[src/rtl/cpu_sched_pkg.sv]
// Shared types and constants for the issue scoreboard.
// The countdown field is sized for the largest supported LAT_W (LAT_W_MAX).
// Entries built with a smaller LAT_W keep the unused upper bits at zero.
package cpu_sched_pkg;

  localparam int REG_ADDR_W_DEF = 5;
  localparam int LAT_W_DEF      = 3;
  localparam int LAT_W_MAX      = 8;

  // Architectural x0: never tracked, writes to it are dropped.
  localparam int REG_ZERO = 0;

  typedef logic [LAT_W_MAX-1:0] sb_cnt_t;

  typedef struct packed {
    logic    pending;
    logic    wait_wb;
    sb_cnt_t cnt;
  } sb_entry_t;

endpackage

[src/rtl/scoreboard_entry.sv]
// State for one tracked destination register.
// A fixed-latency result counts down to zero, stays visible (forwardable) for
// one more cycle, then retires. A variable-latency result waits for a matching
// write-back; that path exists only when SCOREBOARD_WB_TRACK_EN is defined.
// Without it, a latency of 0 is treated as 1.
module scoreboard_entry
  import cpu_sched_pkg::*;
#(
  parameter int LAT_W = LAT_W_DEF
) (
  input  logic             clk,
  input  logic             arst_n,
  input  logic             enable,
  input  logic             load,
  input  logic [LAT_W-1:0] load_latency,
  input  logic             wb_hit,
  output logic             pending,
  output logic             busy
);

  sb_entry_t ent;

`ifndef SCOREBOARD_WB_TRACK_EN
  logic unused_wb_hit;
  assign unused_wb_hit = wb_hit;
`endif

  // Load on issue (new issue wins over retirement), otherwise count down/retire.
  always_ff @(posedge clk) begin
    if (!arst_n) begin
      ent <= '0;
    end else if (enable) begin
      if (load) begin
        ent.pending <= 1'b1;
`ifdef SCOREBOARD_WB_TRACK_EN
        if (load_latency == '0) begin
          ent.wait_wb <= 1'b1;
          ent.cnt     <= '0;
        end else begin
          ent.wait_wb <= 1'b0;
          ent.cnt     <= sb_cnt_t'(load_latency);
        end
`else
        ent.wait_wb <= 1'b0;
        ent.cnt     <= (load_latency == '0) ? sb_cnt_t'(1) : sb_cnt_t'(load_latency);
`endif
      end else if (ent.pending && !ent.wait_wb) begin
        if (ent.cnt != '0) begin
          ent.cnt <= ent.cnt - sb_cnt_t'(1);
        end else begin
          ent.pending <= 1'b0;
        end
      end
`ifdef SCOREBOARD_WB_TRACK_EN
      else if (ent.pending && ent.wait_wb && wb_hit) begin
        ent.pending <= 1'b0;
        ent.wait_wb <= 1'b0;
      end
`endif
    end
  end

  assign pending = ent.pending;
  // Readers must wait while the value is still being produced.
  assign busy    = ent.pending & ((ent.cnt != '0) | ent.wait_wb);

endmodule

[src/rtl/issue_scoreboard.sv]
// Register scoreboard between ID and EX.
// Tracks every in-flight destination register, stalls issue on RAW/WAW
// hazards and suppresses issue on flush. Keeps a saturating stall counter.
// Optional feature macro: SCOREBOARD_WB_TRACK_EN enables variable-latency
// tracking (issue_latency==0 waits for wb_valid/wb_rd). When undefined, the
// write-back inputs are ignored and latency 0 behaves as latency 1.
module issue_scoreboard
  import cpu_sched_pkg::*;
#(
  parameter int REG_ADDR_W  = REG_ADDR_W_DEF,
  parameter int LAT_W       = LAT_W_DEF,
  parameter int STALL_CNT_W = 32
) (
  input  logic                     clk,
  input  logic                     arst_n,
  input  logic                     enable,
  input  logic                     issue_valid,
  input  logic [REG_ADDR_W-1:0]    issue_rs1,
  input  logic [REG_ADDR_W-1:0]    issue_rs2,
  input  logic                     issue_rs1_used,
  input  logic                     issue_rs2_used,
  input  logic [REG_ADDR_W-1:0]    issue_rd,
  input  logic                     issue_rd_wen,
  input  logic [LAT_W-1:0]         issue_latency,
  input  logic                     flush,
  input  logic                     wb_valid,
  input  logic [REG_ADDR_W-1:0]    wb_rd,
  output logic                     issue_stall,
  output logic                     issue_fire,
  output logic [2**REG_ADDR_W-1:0] pending_mask,
  output logic [REG_ADDR_W:0]      inflight_cnt,
  output logic [STALL_CNT_W-1:0]   stall_cycles
);

  localparam int NREG = 2**REG_ADDR_W;

  logic [NREG-1:0]     pend_vec;
  logic [NREG-1:0]     busy_vec;
  logic                wb_act;
  logic                raw1;
  logic                raw2;
  logic                waw;
  logic [REG_ADDR_W:0] popcnt;

`ifdef SCOREBOARD_WB_TRACK_EN
  assign wb_act = wb_valid;
`else
  assign wb_act = 1'b0;
  logic unused_wb_valid;
  assign unused_wb_valid = wb_valid;
`endif

  // x0 is hard-wired idle.
  assign pend_vec[REG_ZERO] = 1'b0;
  assign busy_vec[REG_ZERO] = 1'b0;

  for (genvar r = REG_ZERO + 1; r < NREG; r++) begin : g_entry
    scoreboard_entry #(
      .LAT_W(LAT_W)
    ) u_entry (
      .clk         (clk),
      .arst_n      (arst_n),
      .enable      (enable),
      .load        (issue_fire & issue_rd_wen & (issue_rd == REG_ADDR_W'(r))),
      .load_latency(issue_latency),
      .wb_hit      (wb_act & (wb_rd == REG_ADDR_W'(r))),
      .pending     (pend_vec[r]),
      .busy        (busy_vec[r])
    );
  end

  // A same-cycle write-back to the register resolves the hazard via WB forwarding.
  assign raw1 = issue_rs1_used & busy_vec[issue_rs1] & ~(wb_act & (wb_rd == issue_rs1));
  assign raw2 = issue_rs2_used & busy_vec[issue_rs2] & ~(wb_act & (wb_rd == issue_rs2));
  assign waw  = issue_rd_wen & pend_vec[issue_rd] & ~(wb_act & (wb_rd == issue_rd));

  assign issue_stall = issue_valid & (raw1 | raw2 | waw) & ~flush;
  assign issue_fire  = enable & issue_valid & ~issue_stall & ~flush;

  assign pending_mask = pend_vec;

  // Population count of outstanding registers.
  always_comb begin
    popcnt = '0;
    for (int i = 0; i < NREG; i++) begin
      popcnt = popcnt + {{REG_ADDR_W{1'b0}}, pend_vec[i]};
    end
  end

  assign inflight_cnt = popcnt;

  // Saturating count of enabled cycles spent stalled.
  always_ff @(posedge clk) begin
    if (!arst_n) begin
      stall_cycles <= '0;
    end else if (enable && issue_stall && (stall_cycles != '1)) begin
      stall_cycles <= stall_cycles + STALL_CNT_W'(1);
    end
  end

endmodule

[config.mk]
export PLATFORM = sky130hd
export DESIGN_NAME = issue_scoreboard
export DESIGN_NICKNAME = d
export VERILOG_FILES = /design/src/rtl/cpu_sched_pkg.sv /design/src/rtl/scoreboard_entry.sv /design/src/rtl/issue_scoreboard.sv
export SDC_FILE = /design/constraint.sdc
export NUM_CORES = 1
export LEC_CHECK = 0
export ABC_AREA = 1
export BUFFER_PORTS_ARGS = -buffer_cell sky130_fd_sc_hd__buf_2
export CAP_MARGIN = 20
export CORE_MARGIN = 10
export CORE_UTILIZATION = 35
export DETAILED_ROUTE_END_ITERATION = 6
export SETUP_SLACK_MARGIN = 0.3
export SLEW_MARGIN = 0
export SYNTH_ARGS = -nofsm -noshare
export SYNTH_HDL_FRONTEND = slang
export SYNTH_SLANG_ARGS = --single-unit
[constraint.sdc]
create_clock -name clk -period 8.1 [get_ports clk]
set_clock_uncertainty 0.1 [all_clocks]
set_input_delay 1.62 -clock clk [delete_from_list [all_inputs] [get_ports clk]]
set_output_delay 1.62 -clock clk [all_outputs]
set_load 0.02 [all_outputs]
# Yosys cells after proc, flatten, opt, wreduce, memory -nomap -nowiden
# Index checks and enable logic that the tools add are counted.
[word_totals]
word_cells = 617
inputBits = 32
reg_bits = 311
output_inout_bits = 72
[classes]
order_cmp = 3
n_eq_ne = 63
muxes = 193
n_addsub = 62
reduce_logical = 158
bitwise_logic = 75
[ops]
columns = ["cell", "count"]
rows = [
  ["$mux W8", 93],
  ["$reduce_bool A8 Y1", 31],
  ["$sub A8 B1 Y8 const B", 31],
  ["$reduce_and A3 Y1", 62],
  ["$add A6 B1 Y6", 29],
  ["$reduce_bool A2 Y1", 62],
  ["$mux W1", 96],
  ["$eq A5 B5 Y1 const B", 16],
  ["$and A1 B1 Y1", 71],
  ["$ne A2 B1 Y1 const B", 31],
  ["$eq A5 B4 Y1 const B", 8],
  ["$add A32 B1 Y32 const B", 1],
  ["$ne A32 B32 Y1 const B", 1],
  ["$eq A5 B3 Y1 const B", 4],
  ["$lt A5 B6 Y1 const B", 3],
  ["$bmux W1 S5", 3],
  ["$eq A5 B2 Y1 const B", 2],
  ["$eq A5 B1 Y1 const B", 1],
  ["$logic_not A3 Y1", 1],
  ["$mux W3", 1],
  ["$add A1 B1 Y2", 1],
  ["$logic_and A1 B1 Y1", 2],
  ["$not A1 Y1", 2],
  ["$or A1 B1 Y1", 2],
]

# Logic depth before layout (Yosys ltp)
[depth]
depth_word = 30
ltp_mapped = 20
ltp_nobuf = 19

# Hierarchy
# Synthesis repeated with hierarchy kept, for this count alone.
[hier_totals]
hier_cells = 3915
area_unflattened_um2 = 23253.6
[modules_own_cells]
columns = ["module", "seq_area_each_um2", "area_each_um2", "n_inst", "cells_per_inst"]
rows = [
  ["scoreboard_entry", 180.2, 614.3, 31, 103],
  ["issue_scoreboard", 640.6, 4209.0, 1, 722],
]

# Worst setup path before layout
# No wires, ideal clock.
[synth_path]
kind = "register to output"
start = "reg, netlist name g_entry[1].u_entry.pending"
end = "out inflight_cnt[4]"
t_required_ps = 6380
t_arrival_ps = 4884
path_buffers = 0
stages_incl_launch_ff = 15
path_slack_ps = 1496
cell_sequence = "dfxtp_1 > ha_1 > inv_1 > fa_1 > fa_1 > fa_1 > fa_1 > fa_1 > fa_1 > inv_1 > ha_1 > inv_1 > fa_1 > o21ai_0 > xor2_1"
[synth_between]
elab_chain_cells = 30
[synth_lines]
columns = ["item", "line_no", "source"]
rows = [
  ["$add A1 B1 Y2", "issue_scoreboard.sv:86", "popcnt = popcnt + {{REG_ADDR_W{1'b0}}, pend_vec[i]};"],
  ["$add A6 B1 Y6 (29 in series)", "issue_scoreboard.sv:86", ""],
  ["to (decl)", "issue_scoreboard.sv:31", "output logic [REG_ADDR_W:0] inflight_cnt,"],
]
# No other way between the ends.

# Final worst setup path
[layout_path]
start = "reg, netlist name g_entry[1].u_entry.pending"
end = "out inflight_cnt[3]"
[layout_between]
elab_chain_cells = 30
[layout_lines]
columns = ["item", "line_no"]
rows = [
  ["$add A1 B1 Y2", "issue_scoreboard.sv:86"],
  ["$add A6 B1 Y6 (29 in series)", "issue_scoreboard.sv:86"],
]
# No other way between the ends.

==> flow_metrics.env <==
export IMPL_crit_slowest_cell="fa_1"
export IMPL_drt_first_iter_violations=1606
export IMPL_cts_buffers=41
export IMPL_p_seq_frac=0.417
export IMPL_timing_slew_headroom=0.257
export IMPL_crit_chain="ha_1, inv_1, fa_1, fa_1, inv_1, fa_1, fa_1, fa_1, inv_1, fa_1, inv_1, ha_1, nand2_1, nor2_1, a211oi_1, xor2_1, buf_2"
export IMPL_status="finished clean"
export IMPL_core_um2=60100
export IMPL_clockRootBuffer="clkbuf_16"
export IMPL_netlist_area_um2=21100
export IMPL_antenna_found_initial=9
export IMPL_grt_max_degree=100
export IMPL_final_hold_viol_count=0
export IMPL_drive_gt1_frac=0.0913
export IMPL_cts_resized=0
export IMPL_crit_type="reg2out"
export IMPL_cp_top_family="adder cells"
export IMPL_cts_path_max_buffers=3
export IMPL_grt_usage=0.175
export IMPL_netSwitchingPower_uw=890
export IMPL_fmax_mhz=134
export IMPL_hpwl_mm=43.1
export IMPL_rrSetupSlack_ns=3.92
export IMPL_power_total_mw=3.67
export IMPL_remaining_drc_errors=0
export IMPL_synth_avg_cell_area_um2=6.65
export IMPL_place_port_buffers=96
export IMPL_synth_async_reset_ratio=0
export IMPL_cp_end_kind="primary output"
export IMPL_ys_seq_area_frac=0.295
export IMPL_htreeDepth=2
export IMPL_peakVddDrop_mv=0.135
export IMPL_gr_total_overflow=0
export IMPL_setup_viol=0
export IMPL_cts_num_sinks=311
export IMPL_crit_top_cell="fa_1"
export IMPL_cpPeakStageDelay_ns=0.60
export IMPL_die_area_um2=70600
export IMPL_p_leak_nw=9.97
export IMPL_cts_tree="built"
export IMPL_internal_power_mw=2.78
export IMPL_synth_edf_count=0
export IMPL_num_vias=20500
export IMPL_tns_ns=0
export IMPL_final_cells=4006
export IMPL_min_period_ns=7.44
export IMPL_final_cell_area_um2=23400
export IMPL_die_y_um=266
export IMPL_die_w_um=266
export IMPL_initial_core_util=0.352
export IMPL_grt_pass1_wl_mm=102
export IMPL_yosys_warnings=0
export IMPL_power_frac_comb=0.050
export IMPL_clk_latency_ns=0.58
export IMPL_synth_fp_nets=3273
export IMPL_placed_cell_area_um2=21900
export IMPL_swShare=0.242
export IMPL_cts_clk_slew_worst_paths_ns=0.06
export IMPL_first_global_vias=18600
export IMPL_synth_cells=3177
export IMPL_postCtsHoldBufs=0
export IMPL_required_ns=6.38
export IMPL_timing_final_crit_share=0.919
export IMPL_cellPowerDensity_nw_per_um2=157
export IMPL_synth_top_flop_cell="dfxtp_1"
export IMPL_cap_violations=0
export IMPL_drt_wl_total_mm=63.1
export IMPL_crit_arrival_ns=5.72
export IMPL_areaGrowthSynthToFinish_pct=10.6
export IMPL_rsz0062_at_grt="false"
export IMPL_start_kind="flip-flop"
export IMPL_first_pass_iters=5
export IMPL_worst_pin_slew_ns=1.11
export IMPL_hold_path_class="reg2reg"
export IMPL_ant_nets=0
export IMPL_place_inst=3928
export IMPL_nNetsFinal=3285
export IMPL_cp_max_fo=7
export IMPL_wire_per_inst_um=15.8
export IMPL_ys_seq_elements=311
export IMPL_p_clk_frac=0.533
export IMPL_synth_distinct_cells=45
export IMPL_slew_viol_final=0
export IMPL_crit_buf_inv=5
export IMPL_avgViaCountPerCell=5.11
export IMPL_rows=90
export IMPL_io_pin_count=104
export IMPL_post_cts_buffers=0
export IMPL_globalplace_congestion=0.943
-- flip-flops by register name (all words and copies together) (netlist names) --
name	flops
stall_cycles	32
g_entry.u_entry.pending	31
g_entry.u_entry.ent	248
-- synthesized netlist by cell type, types with 17 or more instances --
master / count / share of area
nand2_1: 660 / 0.12
nand3_1: 454 / 0.11
nor2_1: 391 / 0.069
dfxtp_1: 311 / 0.29
inv_1: 311 / 0.055
a21oi_1: 227 / 0.054
nand4_1: 151 / 0.045
xor2_1: 133 / 0.055
clkbuf_1: 71 / 0.013
xnor2_1: 58 / 0.024
o21ai_0: 49 / 0.012
nor3_1: 48 / 0.011
inv_2: 42 / 0.0075
ha_1: 41 / 0.024
buf_4: 36 / 0.013
nand4_4: 27 / 0.027
fa_1: 23 / 0.022
buf_2: 17 / 0.0040
-- metal layers --
layer / up-vias / GRT usage / wire length (um)
met5: - / 0 / 60
met4: 10 / 0.0554 / 1510
met3: 89 / 0.0338 / 4290
met2: 514 / 0.268 / 27100
met1: 9382 / 0.244 / 30200
li1: 10500 / - / -
-- per-stage QoR --
step / hold slack (ns) / setup WS (ns) / utilization
global route: 0.408 / 0.314 / 0.389
finish: 0.378 / 0.656 / 0.389
global placement: 0.369 / 1.29 / 0.364
detailed placement: 0.372 / 1.29 / 0.364
CTS: 0.380 / 0.641 / 0.389
floorplan: 0.360 / 1.50 / -
-- final timing paths --
check | to | depth (start not counted) | startpoint
setup / recovery | inflight_cnt[3] | 17 | g_entry[1].u_entry.pending
hold / removal | g_entry[11].u_entry.ent[3] | 2 | g_entry[11].u_entry.ent[3]
setup reg to reg | g_entry[21].u_entry.ent[2] | 20 | g_entry[22].u_entry.ent[0]
hold reg to reg | g_entry[11].u_entry.ent[3] | 2 | g_entry[11].u_entry.ent[3]
-- worst register-to-register path: cells and delay by family (launching register included) --
| kind | cells | cell delay [ns] |
|---|---|---|
| simple gates | 16 | 2.57 |
| buf+inv | 3 | 0.91 |
| flops | 1 | 0.31 |
| fa+ha+maj | 1 | 0.19 |
-- layout by cell type (no fill, tap or decap), types with 23 or more instances in the layout --
cell type and n:
nand2_1 660, nand3_1 454, nor2_1 391, dfxtp_1 311
inv_1 310, a21oi_1 227, nand4_1 151, xor2_1 133
buf_2 94, xnor2_1 58, o21ai_0 49, nor3_1 48
clkbuf_16 43, inv_2 42, ha_1 41, nand4_4 27
fa_1 23
-- area by class of cell --
type / count / area, um^2
Sequential cell: 311 / 6230
Clock buffer: 62 / 1290
Clock inverter: 13 / 174
Inverter: 357 / 1350
Fill cell: 6452 / 36700
Tap cell: 782 / 978
Multi-Input combinational cell: 2366 / 12800
Timing Repair Buffer: 112 / 609
Antenna cell: 3 / 7.51
-- kinds of logic after synthesis --
logic type / after synthesis / synth area share
simple gates: 1807 / 0.403
compound gates: 303 / 0.0742
other cells: 1 / 0.000177
buf+inv: 500 / 0.102
fa+ha+maj: 64 / 0.0460
xor+xnor: 191 / 0.0791
flops: 311 / 0.295
-- power groups by stage --
stage	Combinational [mW]	Clock [mW]	Sequential (mW)
2_1_floorplan	0.124	0	1.57
3_3_place_gp	0.181	0	1.57
3_5_place_dp	0.181	0	1.57
4_1_cts	0.181	2.01	1.53
5_1_grt	0.195	2.06	1.53
6_report	0.183	1.96	1.53
(Power assumes the default switching activity.)
